**src/rtl/la_pkg.sv**
```systemverilog
// Shared state encodings and default widths for the trigger_capture logic analyser.
// Optional edge triggering is enabled by defining TRIG_EDGE_EN.
package la_pkg;

    localparam int DEF_ADDR_W = 10;
    localparam int DEF_DATA_W = 8;

    typedef enum logic [2:0] {
        ST_IDLE = 3'd0,
        ST_PRE  = 3'd1,
        ST_WAIT = 3'd2,
        ST_POST = 3'd3,
        ST_DONE = 3'd4
    } state_t;

endpackage

```
**src/rtl/trig_match.sv**
```systemverilog
// Combinational trigger qualifier: level pattern match plus, with TRIG_EDGE_EN,
// per-channel rise/fall conditions against the previous valid sample.
module trig_match #(
    parameter int DATA_W = 8
) (
    input  logic [DATA_W-1:0] data,
    input  logic [DATA_W-1:0] prev,
    input  logic              prev_valid,
    input  logic [DATA_W-1:0] mask,
    input  logic [DATA_W-1:0] value,
    input  logic [DATA_W-1:0] rise,
    input  logic [DATA_W-1:0] fall,
    output logic              hit
);

    logic level_ok;

    assign level_ok = ((data ^ value) & mask) == '0;

`ifdef TRIG_EDGE_EN
    logic rise_ok;
    logic fall_ok;
    logic edge_ok;

    assign rise_ok = ((~prev & data) & rise) == rise;
    assign fall_ok = ((prev & ~data) & fall) == fall;
    // No edge can be seen without a previous sample, so the first sample after arm never qualifies.
    assign edge_ok = ((rise | fall) == '0) || (prev_valid && rise_ok && fall_ok);
    assign hit     = level_ok && edge_ok;
`else
    logic unused_edge;

    assign unused_edge = ^{prev, prev_valid, rise, fall};
    assign hit         = level_ok;
`endif

endmodule

```
**src/rtl/trigger_capture.sv**
```systemverilog
// Pre/post-trigger sample capture controller driving a circular buffer RAM write port.
// Define TRIG_EDGE_EN to add per-channel rise/fall trigger conditions.
module trigger_capture
    import la_pkg::*;
#(
    parameter int ADDR_W = DEF_ADDR_W,
    parameter int DATA_W = DEF_DATA_W
) (
    input  logic              clk,
    input  logic              resetn,
    input  logic [DATA_W-1:0] in_data,
    input  logic              in_valid,
    input  logic              arm,
    input  logic              abort,
    input  logic [DATA_W-1:0] trig_mask,
    input  logic [DATA_W-1:0] trig_value,
    input  logic [DATA_W-1:0] trig_rise,
    input  logic [DATA_W-1:0] trig_fall,
    input  logic [ADDR_W-1:0] pre_count,
    input  logic [ADDR_W-1:0] post_count,
    output logic              wr_en,
    output logic [ADDR_W-1:0] wr_addr,
    output logic [DATA_W-1:0] wr_data,
    output logic [2:0]        state,
    output logic              triggered,
    output logic              done,
    output logic [ADDR_W-1:0] trig_addr
);

    state_t            st;
    logic [ADDR_W-1:0] ptr;
    logic [ADDR_W-1:0] cnt;
    logic [ADDR_W-1:0] cnt_inc;
    logic [ADDR_W-1:0] cfg_pre;
    logic [ADDR_W-1:0] cfg_post;
    logic [DATA_W-1:0] cfg_mask;
    logic [DATA_W-1:0] cfg_value;
    logic              capture;
    logic              hit;

    assign state   = st;
    assign cnt_inc = cnt + 1'b1;
    assign capture = in_valid && !abort && (st == ST_PRE || st == ST_WAIT || st == ST_POST);

`ifdef TRIG_EDGE_EN
    logic [DATA_W-1:0] cfg_rise;
    logic [DATA_W-1:0] cfg_fall;
    logic [DATA_W-1:0] prev;
    logic              prev_valid;

    trig_match #(.DATA_W(DATA_W)) u_match (
        .data       (in_data),
        .prev       (prev),
        .prev_valid (prev_valid),
        .mask       (cfg_mask),
        .value      (cfg_value),
        .rise       (cfg_rise),
        .fall       (cfg_fall),
        .hit        (hit)
    );
`else
    trig_match #(.DATA_W(DATA_W)) u_match (
        .data       (in_data),
        .prev       ('0),
        .prev_valid (1'b0),
        .mask       (cfg_mask),
        .value      (cfg_value),
        .rise       (trig_rise),
        .fall       (trig_fall),
        .hit        (hit)
    );
`endif

    // NOTE: all state here is sequential, so every assignment is non-blocking; blocking
    // assignments would let later statements see half-updated values within one edge.
    always_ff @(posedge clk or negedge resetn) begin
        if (!resetn) begin
            st        <= ST_IDLE;
            ptr       <= '0;
            cnt       <= '0;
            cfg_pre   <= '0;
            cfg_post  <= '0;
            cfg_mask  <= '0;
            cfg_value <= '0;
            wr_en     <= 1'b0;
            wr_addr   <= '0;
            wr_data   <= '0;
            triggered <= 1'b0;
            done      <= 1'b0;
            trig_addr <= '0;
`ifdef TRIG_EDGE_EN
            cfg_rise   <= '0;
            cfg_fall   <= '0;
            prev       <= '0;
            prev_valid <= 1'b0;
`endif
        end else begin
            // Every valid sample in an active state is written, even on the cycle it causes a transition.
            wr_en <= capture;
            if (capture) begin
                wr_data <= in_data;
                wr_addr <= ptr;
                ptr     <= ptr + 1'b1;
            end
`ifdef TRIG_EDGE_EN
            if (capture && st != ST_POST) begin
                prev       <= in_data;
                prev_valid <= 1'b1;
            end
`endif
            if (abort) begin
                st        <= ST_IDLE;
                triggered <= 1'b0;
                done      <= 1'b0;
            end else begin
                case (st)
                    ST_IDLE, ST_DONE: begin
                        if (arm) begin
                            st        <= ST_PRE;
                            ptr       <= '0;
                            wr_addr   <= '0;
                            cnt       <= '0;
                            triggered <= 1'b0;
                            done      <= 1'b0;
                            cfg_pre   <= pre_count;
                            cfg_post  <= post_count;
                            cfg_mask  <= trig_mask;
                            cfg_value <= trig_value;
`ifdef TRIG_EDGE_EN
                            cfg_rise   <= trig_rise;
                            cfg_fall   <= trig_fall;
                            prev_valid <= 1'b0;
`endif
                        end
                    end
                    ST_PRE: begin
                        if (in_valid) cnt <= cnt_inc;
                        if (cfg_pre == '0 || (in_valid && cnt_inc == cfg_pre)) begin
                            st  <= ST_WAIT;
                            cnt <= '0;
                        end
                    end
                    ST_WAIT: begin
                        if (in_valid && hit) begin
                            trig_addr <= ptr;
                            triggered <= 1'b1;
                            st        <= ST_POST;
                            cnt       <= '0;
                        end
                    end
                    ST_POST: begin
                        if (in_valid) cnt <= cnt_inc;
                        if (cfg_post == '0 || (in_valid && cnt_inc == cfg_post)) begin
                            st   <= ST_DONE;
                            done <= 1'b1;
                        end
                    end
                    default: st <= ST_IDLE;
                endcase
            end
        end
    end

endmodule

```
**config.mk**
```make
export PLATFORM = sky130hd
export DESIGN_NAME = trigger_capture
export DESIGN_NICKNAME = d
export VERILOG_FILES = /design/src/rtl/la_pkg.sv /design/src/rtl/trig_match.sv /design/src/rtl/trigger_capture.sv
export SDC_FILE = /design/constraint.sdc
export NUM_CORES = 1
export LEC_CHECK = 0
export ABC_AREA = 1
export BUFFER_PORTS_ARGS = -buffer_cell sky130_fd_sc_hd__buf_2
export CAP_MARGIN = 20
export CORE_AREA = 5 5 104 125
export DETAILED_ROUTE_END_ITERATION = 12
export DIE_AREA = 0 0 109 130
export PLACE_DENSITY_LB_ADDON = 0.08
export SETUP_SLACK_MARGIN = 0.1
export SYNTH_ARGS = -nofsm -noshare
export SYNTH_HDL_FRONTEND = slang
export SYNTH_SLANG_ARGS = --single-unit
```
**constraint.sdc**
```tcl
create_clock -name clk -period 2.1 [get_ports clk]
set_input_delay 0.525 -clock clk [delete_from_list [all_inputs] [get_ports clk]]
set_output_delay 0.525 -clock clk [all_outputs]
set_load 0.05 [all_outputs]
```
==> reports/qor.yml, run 1 <==
critPathCaptureType: "flip-flop"
tns_ns: 0
yosysUniqueCellTypes: 33
antenna_found_initial: 0
multi_input_area_sq_mm: 0.00210
die_height_microns: 130
vias_per_cell: 4.83
drtIter0Drc: 160
gp_congestion: 0.913
die_w_microns: 109
ys_top_cells_by_count: "201 x nand2_1, 90 x dfrtp_1, 59 x inv_1, 56 x o21ai_0, 42 x nor2_1"
synth.area.top_cells: "dfrtp_1 50%, nand2_1 17%, o21ai_0 6.2%"
htreeDepth: 3
fmax_mhz: 513
synth_most_common_cell: "nand2_1"
synth_warnings: 0
status: "finished, final reports clean"
ys_seq_elements: 90
syn_avg_cell_area_sq_um: 7.60
leakage_nw: 2.98
clk_pin_slew_ns: 0.07
finalHoldViolCount: 0
grt_pass1_vias: 4235
drc: 0
layout-drive-gt1-share: 0.274
syn_inst: 597
synth_fp_nets: 664
die-area_sq_mm: 0.0142
pre_cts_ws_ns: -0.129
ys.flop_type: "dfrtp_1"
grt_use_total: 0.187
final_cells: 875
rsz0062_at_grt: "yes"
cts_buffer_depth: 2
critPathKind: "flip-flop to flip-flop"
syn_area_sq_mm: 0.00454
io-pin-count: 99
portBuffers: 82
wirelength_microns: 12500
start_util: 0.392
synth_top_area_share: 0.496
vias: 4225
regArea_sq_mm: 0.00225
cts_tree: "yes"
root_buffer: "clkbuf_16"
worst-endpoint-arrival_ns: 2.18
synth-seq-area-share: 0.496
utilization: 0.505
cts_inserted_buffers: 9
min_path_type: "primary input to async pin"
finalCriticalPeriod_ns: 1.95
dp_hpwl_microns: 9310
synth_top_area_cell: "dfrtp_1"
place_inst: 851
p_total_w: 0.00879
setup_viol: 0
fin_ws_ns: 0.152
fin_crit_sh: 0.928
cp-start-kind: "flip-flop"
maxCapViolations: 0
rows: 43
synthArstFlopShare: 1.00
clkSinkCount: 90
synth_edf_count: 0
core_sq_mm: 0.0116
peakVddDrop_mv: 0.735
slew_violations: 0
grt_pass1_wl_microns: 20700
final_nets: 780
clock_latency_ns: 0.35
crit_fanout: 8
grt_max_degree: 40
overflow: 0
clock_skew_ns: 0.00910
maxSlewHeadroom: 0.637
power_density_mw_per_mm2: 1510
required_ns: 2.33
fill_cells: 1181
dr.pass1.iters: 4
tightest_slew_ns: 0.539
area_growth_syn_to_layout_pct: 28.7
wl_per_cell_microns: 14.3
antenna_left: 0
n_antenna_cell: 0
## per-stage QoR
step	hold slack [ns]	instance area [sq um]
after detailed placement	0.457	5340
after CTS	0.184	5680
after floorplan	0.229	4540
after global routing	0.199	5840
final	0.151	5840
after global placement	0.448	5340
## power breakdown
| group | switching (W) | leakage, nW | internal (W) | total (W) |
|---|---|---|---|---|
| clock | 0.000738 | 0.132 | 0.000846 | 0.00158 |
| sequential | 0.000533 | 1.15 | 0.00247 | 0.00300 |
| combinational | 0.00284 | 1.69 | 0.00136 | 0.00421 |
## kinds of logic (layout without fill, tap and decap cells)
logic type	after synthesis	in the layout	share of synthesized area
buffers and inverters	81	202	0.0703
adders and majority gates	2	2	0.00551
and+or+nand+nor	326	326	0.313
xor gates and xnor gates	2	2	0.00386
AOI/OAI and AO/OA	96	96	0.111
DFF	90	90	0.496
## sequential cells by signal, summed over array words and instances (netlist names), 3 cells and up
name,flops
cfg_post,10
cfg_pre,10
cnt,10
ptr,10
trig_addr,10
wr_addr,10
cfg_mask,8
cfg_value,8
wr_data,8
state,3
## area by class of cell
| class | instances | share of cell area |
|---|---|---|
| inverter | 61 | 0.0392 |
| tap | 157 | 0.0336 |
| clock buffer | 10 | 0.0409 |
| multi-input combinational | 426 | 0.360 |
| timing repair buffer | 125 | 0.132 |
| sequential | 90 | 0.386 |
| clock inverter | 6 | 0.00835 |
## final timing paths
check / start / endpoint / slack (ns) / cells after the start
min in group clk: post_count[1] / cfg_post[1]$_DFFE_PN0P_ / 0.37 / 3
min: resetn / cfg_post[4]$_DFFE_PN0P_ / 0.15 / 1
max reg2reg: cnt[1]$_DFFE_PN0P_ / cnt[1]$_DFFE_PN0P_ / 0.15 / 14
min reg2reg: cfg_mask[3]$_DFFE_PN0P_ / cfg_mask[3]$_DFFE_PN0P_ / 0.47 / 2
max: cnt[1]$_DFFE_PN0P_ / cnt[1]$_DFFE_PN0P_ / 0.15 / 14
max in group asynchronous: resetn / cfg_post[7]$_DFFE_PN0P_ / 1.37 / 2
## metal layers
metal | track usage | part of all wire | up-vias | routed length (microns)
met2 | 0.312 | 0.49 | 76 | 6160
met4 | 0.0632 | 0.019 | 0 | 237
met5 | 0 | 0 | - | 0
li1 | - | - | 2144 | -
met1 | 0.242 | 0.45 | 1990 | 5660
met3 | 0.0366 | 0.033 | 15 | 412
## critical path, stage by stage (launching register included)
cell and delay, ns:
dfrtp_1 0.40, buf_6 0.14, nand2_2 0.06, nor2_4 0.17
nand2_1 0.08, nand2_2 0.10, nand2_2 0.08, nand2_1 0.08
nand2_2 0.06, nor3_4 0.20, nand2_2 0.09, nand2_2 0.08
nand2_4 0.12, nand2_4 0.11, o21ai_2 0.05
## cell usage in the layout (no fill, tap or decap), types with 3 or more instances in the layout
master,netlist,routed
o21ai_0,56,54
nor3_1,7,6
nand2_2,9,18
buf_4,0,39
a21oi_2,2,3
buf_6,1,3
a21oi_1,23,22
nor2_1,42,35
dfrtp_1,90,89
nand4_1,6,6
nor4_1,4,4
buf_2,6,81
nand3b_1,3,3
nor2_4,2,4
nand3_1,41,33
inv_1,59,59
clkinvlp_4,0,3
nor2_2,3,8
clkbuf_16,0,9
nand2_4,2,4
nand3_2,3,11
nand2_1,201,190
o21ai_1,9,10
## what timing repair did
action | CTS | global route
gates resized for setup | 8 | 34
hold buffers | 0 | 0
endpoints found under the hold margin | 0 | 0
setup buffers | 1 | 7
setup endpoints to repair | 13 | 17
pin swaps | 8 | 17
(Power assumes the default switching activity.)
==> run 2: changes to the inputs <==
==> constraint.sdc (replaced) <==
create_clock -name clk -period 1.6 [get_ports clk]
set_input_delay 0.4 -clock clk [delete_from_list [all_inputs] [get_ports clk]]
set_output_delay 0.4 -clock clk [all_outputs]
set_load 0.05 [all_outputs]
==> run 2 against run 1 <==
  * The flow now finishes with violations (negative setup slack)
  * Final area up 31%
  * Largest cell class is now multi-input gates
  * Combinational power up 100%
  * Routed wire length up 24%
  * Sequential power up 37%
  * Global-route usage up 3.4 points
  * Maximum frequency down 1.1%
  * Highest routed layer unchanged
==> reports/qor.yml, run 2 (synthesis gave the netlist of run 1 again) <==
place_inst: 901
layout_commonest_cell: "nand2_1"
required_ns: 1.83
root_buffer: "clkbuf_16"
multi_input_area_sq_mm: 0.00280
cp-start-kind: "flip-flop"
maxSlewHeadroom: 0.668
htreeDepth: 3
critPathKind: "flip-flop to flip-flop"
tns_ns: -12.49
clk_pin_slew_ns: 0.07
vias_per_cell: 5.01
reg2reg_from: "cnt[1]$_DFFE_PN0P_"
crit_fanout: 8
fin_ws_ns: -0.370
placed_cell_area_sq_mm: 0.00580
tightest_slew_ns: 0.494
die_w_microns: 109
critPathCaptureType: "flip-flop"
fill_cells: 948
reg2regPathDepth: 12
wirelength_microns: 15500
cts_tree: "yes"
min_path_type: "primary input to async pin"
peakVddDrop_mv: 1.62
grt_pass1_vias: 4955
regArea_sq_mm: 0.00226
rsz0062_at_grt: "yes"
clock_skew_ns: 0.00687
rows: 43
clock_latency_ns: 0.34
p_total_w: 0.0147
area_growth_syn_to_layout_pct: 69.1
worst-endpoint-arrival_ns: 2.20
die_height_microns: 130
r2r-end: "cnt[0]$_DFFE_PN0P_"
gp_congestion: 0.954
r2r_setup_slack_ns: -0.37
fin_crit_sh: 1.23
core_sq_mm: 0.0116
vias: 4841
leakage_nw: 3.82
wl_per_cell_microns: 16.0
critPathBufInv: 0
dp_hpwl_microns: 9620
grt_use_total: 0.220
clkSinkCount: 90
antenna_found_initial: 0
max_stage_delay_ns: 0.45
dr.pass1.iters: 4
n_antenna_cell: 0
drc: 0
io-pin-count: 99
power_density_mw_per_mm2: 1920
status: "finished, violations left"
finalHoldViolCount: 0
setup_viol: 80
pre_cts_ws_ns: -0.414
overflow: 0
layout-drive-gt1-share: 0.556
grt_pass1_wl_microns: 24400
grt_max_degree: 91
start_util: 0.392
maxCapViolations: 0
fin_area_sq_mm: 0.00767
finalCriticalPeriod_ns: 1.97
drtIter0Drc: 166
portBuffers: 82
antenna_left: 0
die-area_sq_mm: 0.0142
crit_chain: "ha_4 > nor2_1 > nor2_1 > nand3_1 > nor2_2 > nand3_2 > nor3_4 > nand2_2 > nand2_2 > nand2_4 > nand2_4 > a21oi_2"
fmax_mhz: 508
crit_path_top_delay_cell: "dfrtp_2"
final_nets: 871
slew_violations: 0
final_cell_mix: "111 x nand2_1, 84 x dfrtp_1, 84 x buf_4"
failed_checks: "negative setup slack"
cts_inserted_buffers: 9
cp_top_family: "simple AND/OR/NAND/NOR gates"
final_cells: 966
cts_buffer_depth: 2
[run 2: cell types whose count changed in the layout (fill, tap and decap cells not counted), moves of 8 or more]
cell | before | now
nand2_1 | 190 | 111
nand2_4 | 4 | 28
buf_6 | 3 | 31
o21ai_1 | 10 | 20
o21ai_2 | 2 | 27
nand3_2 | 11 | 20
nor2_2 | 8 | 16
buf_12 | 2 | 13
nor2_1 | 35 | 22
buf_4 | 39 | 84
inv_1 | 59 | 50
o21ai_0 | 54 | 14
nand3_1 | 33 | 21
nand2_2 | 18 | 73
[run 2: cell type report]
cell class | count | share of cell area
repair buffers | 216 | 0.242
multi-input cells | 426 | 0.365
well taps | 157 | 0.0256
clock buffers | 9 | 0.0294
inverters | 61 | 0.0334
flip-flops and latches | 90 | 0.295
clock inverters | 7 | 0.0101
[run 2: worst max path at each step]
| stage | from | cells after the start | endpoint | slack [ns] |
|---|---|---|---|---|
| 2_1_floorplan | state[1]$_DFFE_PN0P_ | 11 | ptr[9]$_DFF_PN0_ | -0.13 |
| 3_3_place_gp | in_data[0] | 11 | cnt[9]$_DFFE_PN0P_ | -0.41 |
| 3_5_place_dp | in_data[0] | 11 | cnt[7]$_DFFE_PN0P_ | -0.41 |
| 4_1_cts | cnt[1]$_DFFE_PN0P_ | 12 | cnt[0]$_DFFE_PN0P_ | -0.30 |
| 5_1_grt | cnt[1]$_DFFE_PN0P_ | 12 | cnt[9]$_DFFE_PN0P_ | -0.49 |
| 6_report | cnt[1]$_DFFE_PN0P_ | 12 | cnt[0]$_DFFE_PN0P_ | -0.37 |
[run 2: what timing repair did]
item / CTS / global route
setup buffers: 28 / 17
pin swaps: 58 / 38
gates cloned: 12 / 0
hold buffers: 0 / 0
resized for setup: 178 / 160
setup endpoints to repair: 84 / 91
[run 2: per-layer routing]
layer / routed length [microns] / GRT usage / vias to the layer above / share of wire
li1: - / - / 2344 / -
met1: 6170 / 0.267 / 2355 / 0.40
met2: 8160 / 0.382 / 110 / 0.53
met3: 639 / 0.0391 / 32 / 0.041
met4: 492 / 0.0951 / 0 / 0.032
met5: 0 / 0 / - / 0
[run 2: power breakdown]
part	internal (W)	leakage, nW	total [W]	switching [W]
Combinational	0.00365	2.53	0.00845	0.00480
Sequential	0.00325	1.15	0.00410	0.000846
Clock	0.00122	0.146	0.00218	0.000956
[run 2: per-stage QoR]
stage / util / hold WS [ns]
finish: 0.663 / 0.0763
global route: 0.663 / 0.128
CTS: 0.614 / 0.121
detailed placement: 0.501 / 0.458
global placement: 0.501 / 0.448
floorplan: - / 0.104
[run 2: worst reg2reg max path, delay by kind of cell, from the launching register on]
family	cells	cell delay, ns
compound gates	1	0.05
fa+ha+maj	1	0.29
flops	1	0.45
simple gates	10	1.06
==> run 3: changes to the inputs <==
--- a/config.mk
+++ b/config.mk
@@ -5,12 +5,13 @@
 export SDC_FILE = /design/constraint.sdc
 export NUM_CORES = 1
 export LEC_CHECK = 0
-export ABC_AREA = 1
+export ABC_AREA = 0
 export BUFFER_PORTS_ARGS = -buffer_cell sky130_fd_sc_hd__buf_2
 export CAP_MARGIN = 20
-export CORE_AREA = 5 5 104 125
+export CORE_AREA = 5 5 119 143
+export CTS_CLUSTER_SIZE = 28
 export DETAILED_ROUTE_END_ITERATION = 12
-export DIE_AREA = 0 0 109 130
+export DIE_AREA = 0 0 124 148
 export PLACE_DENSITY_LB_ADDON = 0.08
 export SETUP_SLACK_MARGIN = 0.1
 export SYNTH_ARGS = -nofsm -noshare
==> run 3 against run 2 <==
  * The run still ends with negative setup slack left
  * Clock power up 18%
  * Core utilization decreased by 18 points
  * Largest power group is now sequential cells
  * Critical path type unchanged
  * Critical endpoint unchanged
  * Area after synthesis up 0.22%
==> reports/qor.yml, run 3 <==
root_buffer: "clkbuf_16"
die_height_microns: 148
dr.pass1.iters: 4
rows: 50
status: "finished, violations left"
gp_congestion: 0.847
clock_power_share: 0.346
grt_use_total: 0.164
required_ns: 1.84
fmax_mhz: 434
min_path_type: "primary input to flip-flop"
finalHoldViolCount: 0
synth_xor_area_frac: 0.0666
holdPathStages: 3
crit_path_top_delay_cell: "dfrtp_1"
final_cells: 848
portBuffers: 82
crit_fanout: 8
finalCriticalPeriod_ns: 2.31
clock_skew_ns: 0.00863
final_cell_mix: "93 x buf_4, 84 x dfrtp_1, 78 x buf_2"
ys_seq_elements: 90
synth_most_common_cell: "dfrtp_1"
power_density_mw_per_mm2: 996
synth_top_family_by_area: "simple AND/OR/NAND/NOR gates"
fin_ws_ns: -0.707
maxCapViolations: 0
synth_compound_area_frac: 0.127
syn_inst: 434
cts_buffer_depth: 2
synth_top_area_cell: "dfrtp_1"
maxSlewHeadroom: 0.661
syn_area_sq_mm: 0.00455
muxShareOfSynthArea: 0.112
layout_commonest_cell: "buf_4"
wl_per_cell_microns: 17.4
vias: 4057
reg2reg_from: "cnt[0]$_DFFE_PN0P_"
cp-start-kind: "flip-flop"
drtIter0Drc: 143
grt_pass1_vias: 4252
synth_fa_ha_area_frac: 0.00550
synth-seq-area-share: 0.495
failed_checks: "negative setup slack"
synth_fp_nets: 501
area_growth_syn_to_layout_pct: 64.3
slew_violations: 0
wirelength_microns: 14800
r2r-end: "cnt[0]$_DFFE_PN0P_"
clock_latency_ns: 0.35
syn_avg_cell_area_sq_um: 10.5
hold_path.startpoint: "post_count[7]"
sw_frac_of_total: 0.296
peakVddDrop_mv: 0.518
layout-drive-gt1-share: 0.567
crit_chain: "ha_4 > nand4_4 > o31a_1 > mux2i_1 > o2111a_1 > a41o_1 > buf_6 > o21ai_2 > mux2_4"
final_nets: 702
max_stage_delay_ns: 0.41
synth_top_area_share: 0.495
synth_edf_count: 0
dp_hpwl_microns: 9890
core_sq_mm: 0.0155
hold_path_end: "cfg_post[7]$_DFFE_PN0P_"
worst-endpoint-arrival_ns: 2.54
setup_viol: 52
r2r_setup_slack_ns: -0.71
rsz0062_at_grt: "yes"
grt_pass1_wl_microns: 23300
synth-simple-area-share: 0.154
htreeDepth: 3
p_total_w: 0.00744
synthArstFlopShare: 1.00
io-pin-count: 99
yosysUniqueCellTypes: 61
synth_warnings: 0
reg2regPathDepth: 9
p_comb_frac: 0.280
drc: 0
start_util: 0.294
antenna_left: 0
p_int_w: 0.00524
overflow: 0
fill_cells: 1431
clk_pin_slew_ns: 0.07
synth.area.top_cells: "dfrtp_1 50%, mux2_2 11%, nand2_1 5.3%"
die_w_microns: 124
critPathKind: "flip-flop to flip-flop"
critPathCaptureType: "flip-flop"
place_inst: 796
n_antenna_cell: 0
ys.flop_type: "dfrtp_1"
switchingPower_w: 0.00220
ys_top_cells_by_count: "90 x dfrtp_1, 64 x nand2_1, 43 x mux2_2, 24 x nor2_1"
leakage_nw: 3.64
clkSinkCount: 90
tns_ns: -12.81
fin_crit_sh: 1.44
cts_tree: "yes"
power_frac_seq: 0.373
tightest_slew_ns: 0.504
cts_inserted_buffers: 9
antenna_found_initial: 0
die-area_sq_mm: 0.0184
vias_per_cell: 4.78
grt_max_degree: 35
[run 3: changes by cell type after synthesis, moves of 4 or more]
| cell | change |
|---|---|
| a22o_1 | +8 |
| nand3_1 | -33 |
| xnor2_1 | +12 |
| nand2_2 | -9 |
| xor2_1 | +18 |
| nor2_1 | -18 |
| mux2_2 | +43 |
| inv_1 | -47 |
| nand2_1 | -137 |
| o21ai_0 | -40 |
| and4_1 | +4 |
| a31oi_1 | +6 |
[run 3: power groups by stage]
stage               Sequential, W  Combinational, W  Clock (W)
CTS                       0.00277           0.00198    0.00264
global route              0.00281           0.00224    0.00273
global placement          0.00280           0.00158          0
detailed placement        0.00279           0.00159          0
floorplan                 0.00299          0.000697          0
finish                    0.00278           0.00209    0.00258
[run 3: final cells by class]
cell class,instances,area [sq um],area share
clock inverters,6,121,0.0162
inverters,13,48.8,0.00653
repair buffers,214,1820,0.244
multi-input cells,307,2720,0.364
well taps,208,260,0.0348
flip-flops and latches,90,2260,0.302
clock buffers,10,239,0.0320
[run 3: how the worst max path moves through the flow]
stage / from / to / slack, ns / depth (start not counted)
2_1_floorplan: cnt[1]$_DFFE_PN0P_ / state[0]$_DFFE_PN0P_ / -0.56 / 8
3_3_place_gp: cnt[0]$_DFFE_PN0P_ / state[0]$_DFFE_PN0P_ / -0.83 / 8
3_5_place_dp: cnt[0]$_DFFE_PN0P_ / state[0]$_DFFE_PN0P_ / -0.85 / 8
4_1_cts: cnt[1]$_DFFE_PN0P_ / state[0]$_DFFE_PN0P_ / -0.72 / 8
5_1_grt: cnt[0]$_DFFE_PN0P_ / state[0]$_DFFE_PN0P_ / -0.80 / 8
6_report: cnt[0]$_DFFE_PN0P_ / cnt[0]$_DFFE_PN0P_ / -0.71 / 9
[run 3: repair_timing]
item,CTS,global route
cloned,7,2
buffers inserted,19,9
resized for setup,102,79
pin swaps,33,32
hold buffers,1,0
endpoints found under the setup margin,90,91
hold endpoints to repair,7,0
[run 3: logic make-up after synthesis]
| family | Yosys count |
|---|---|
| buffers and inverters | 37 |
| adders and majority gates | 2 |
| muxes | 45 |
| AOI/OAI and AO/OA | 87 |
| and+or+nand+nor | 140 |
| xor gates and xnor gates | 33 |
| DFF | 90 |
[run 3: per-stage QoR]
step / setup WS [ns] / cell area, sq um / utilization / hold WS (ns)
floorplan: -0.560 / 4660 / - / 0.104
global placement: -0.832 / 5950 / 0.385 / 0.251
detailed placement: -0.849 / 5950 / 0.385 / 0.252
CTS: -0.721 / 7050 / 0.456 / 0.252
global route: -0.800 / 7470 / 0.483 / 0.264
finish: -0.707 / 7470 / 0.483 / 0.255
[run 3: metal layers]
metal  up-vias  share of wire  track usage
met5         -              0            0
met4         0          0.014       0.0504
met3        15          0.029       0.0276
met2        63           0.52        0.276
met1      2032           0.44        0.213
li1       1947              -            -
[run 3: worst max-delay path: cells and delay by family (launching register included)]
family | cells | cell delay [ns]
buf+inv | 1 | 0.17
mux | 2 | 0.41
flops | 1 | 0.41
compound gates | 4 | 0.84
fa+ha+maj | 1 | 0.21
simple gates | 1 | 0.15
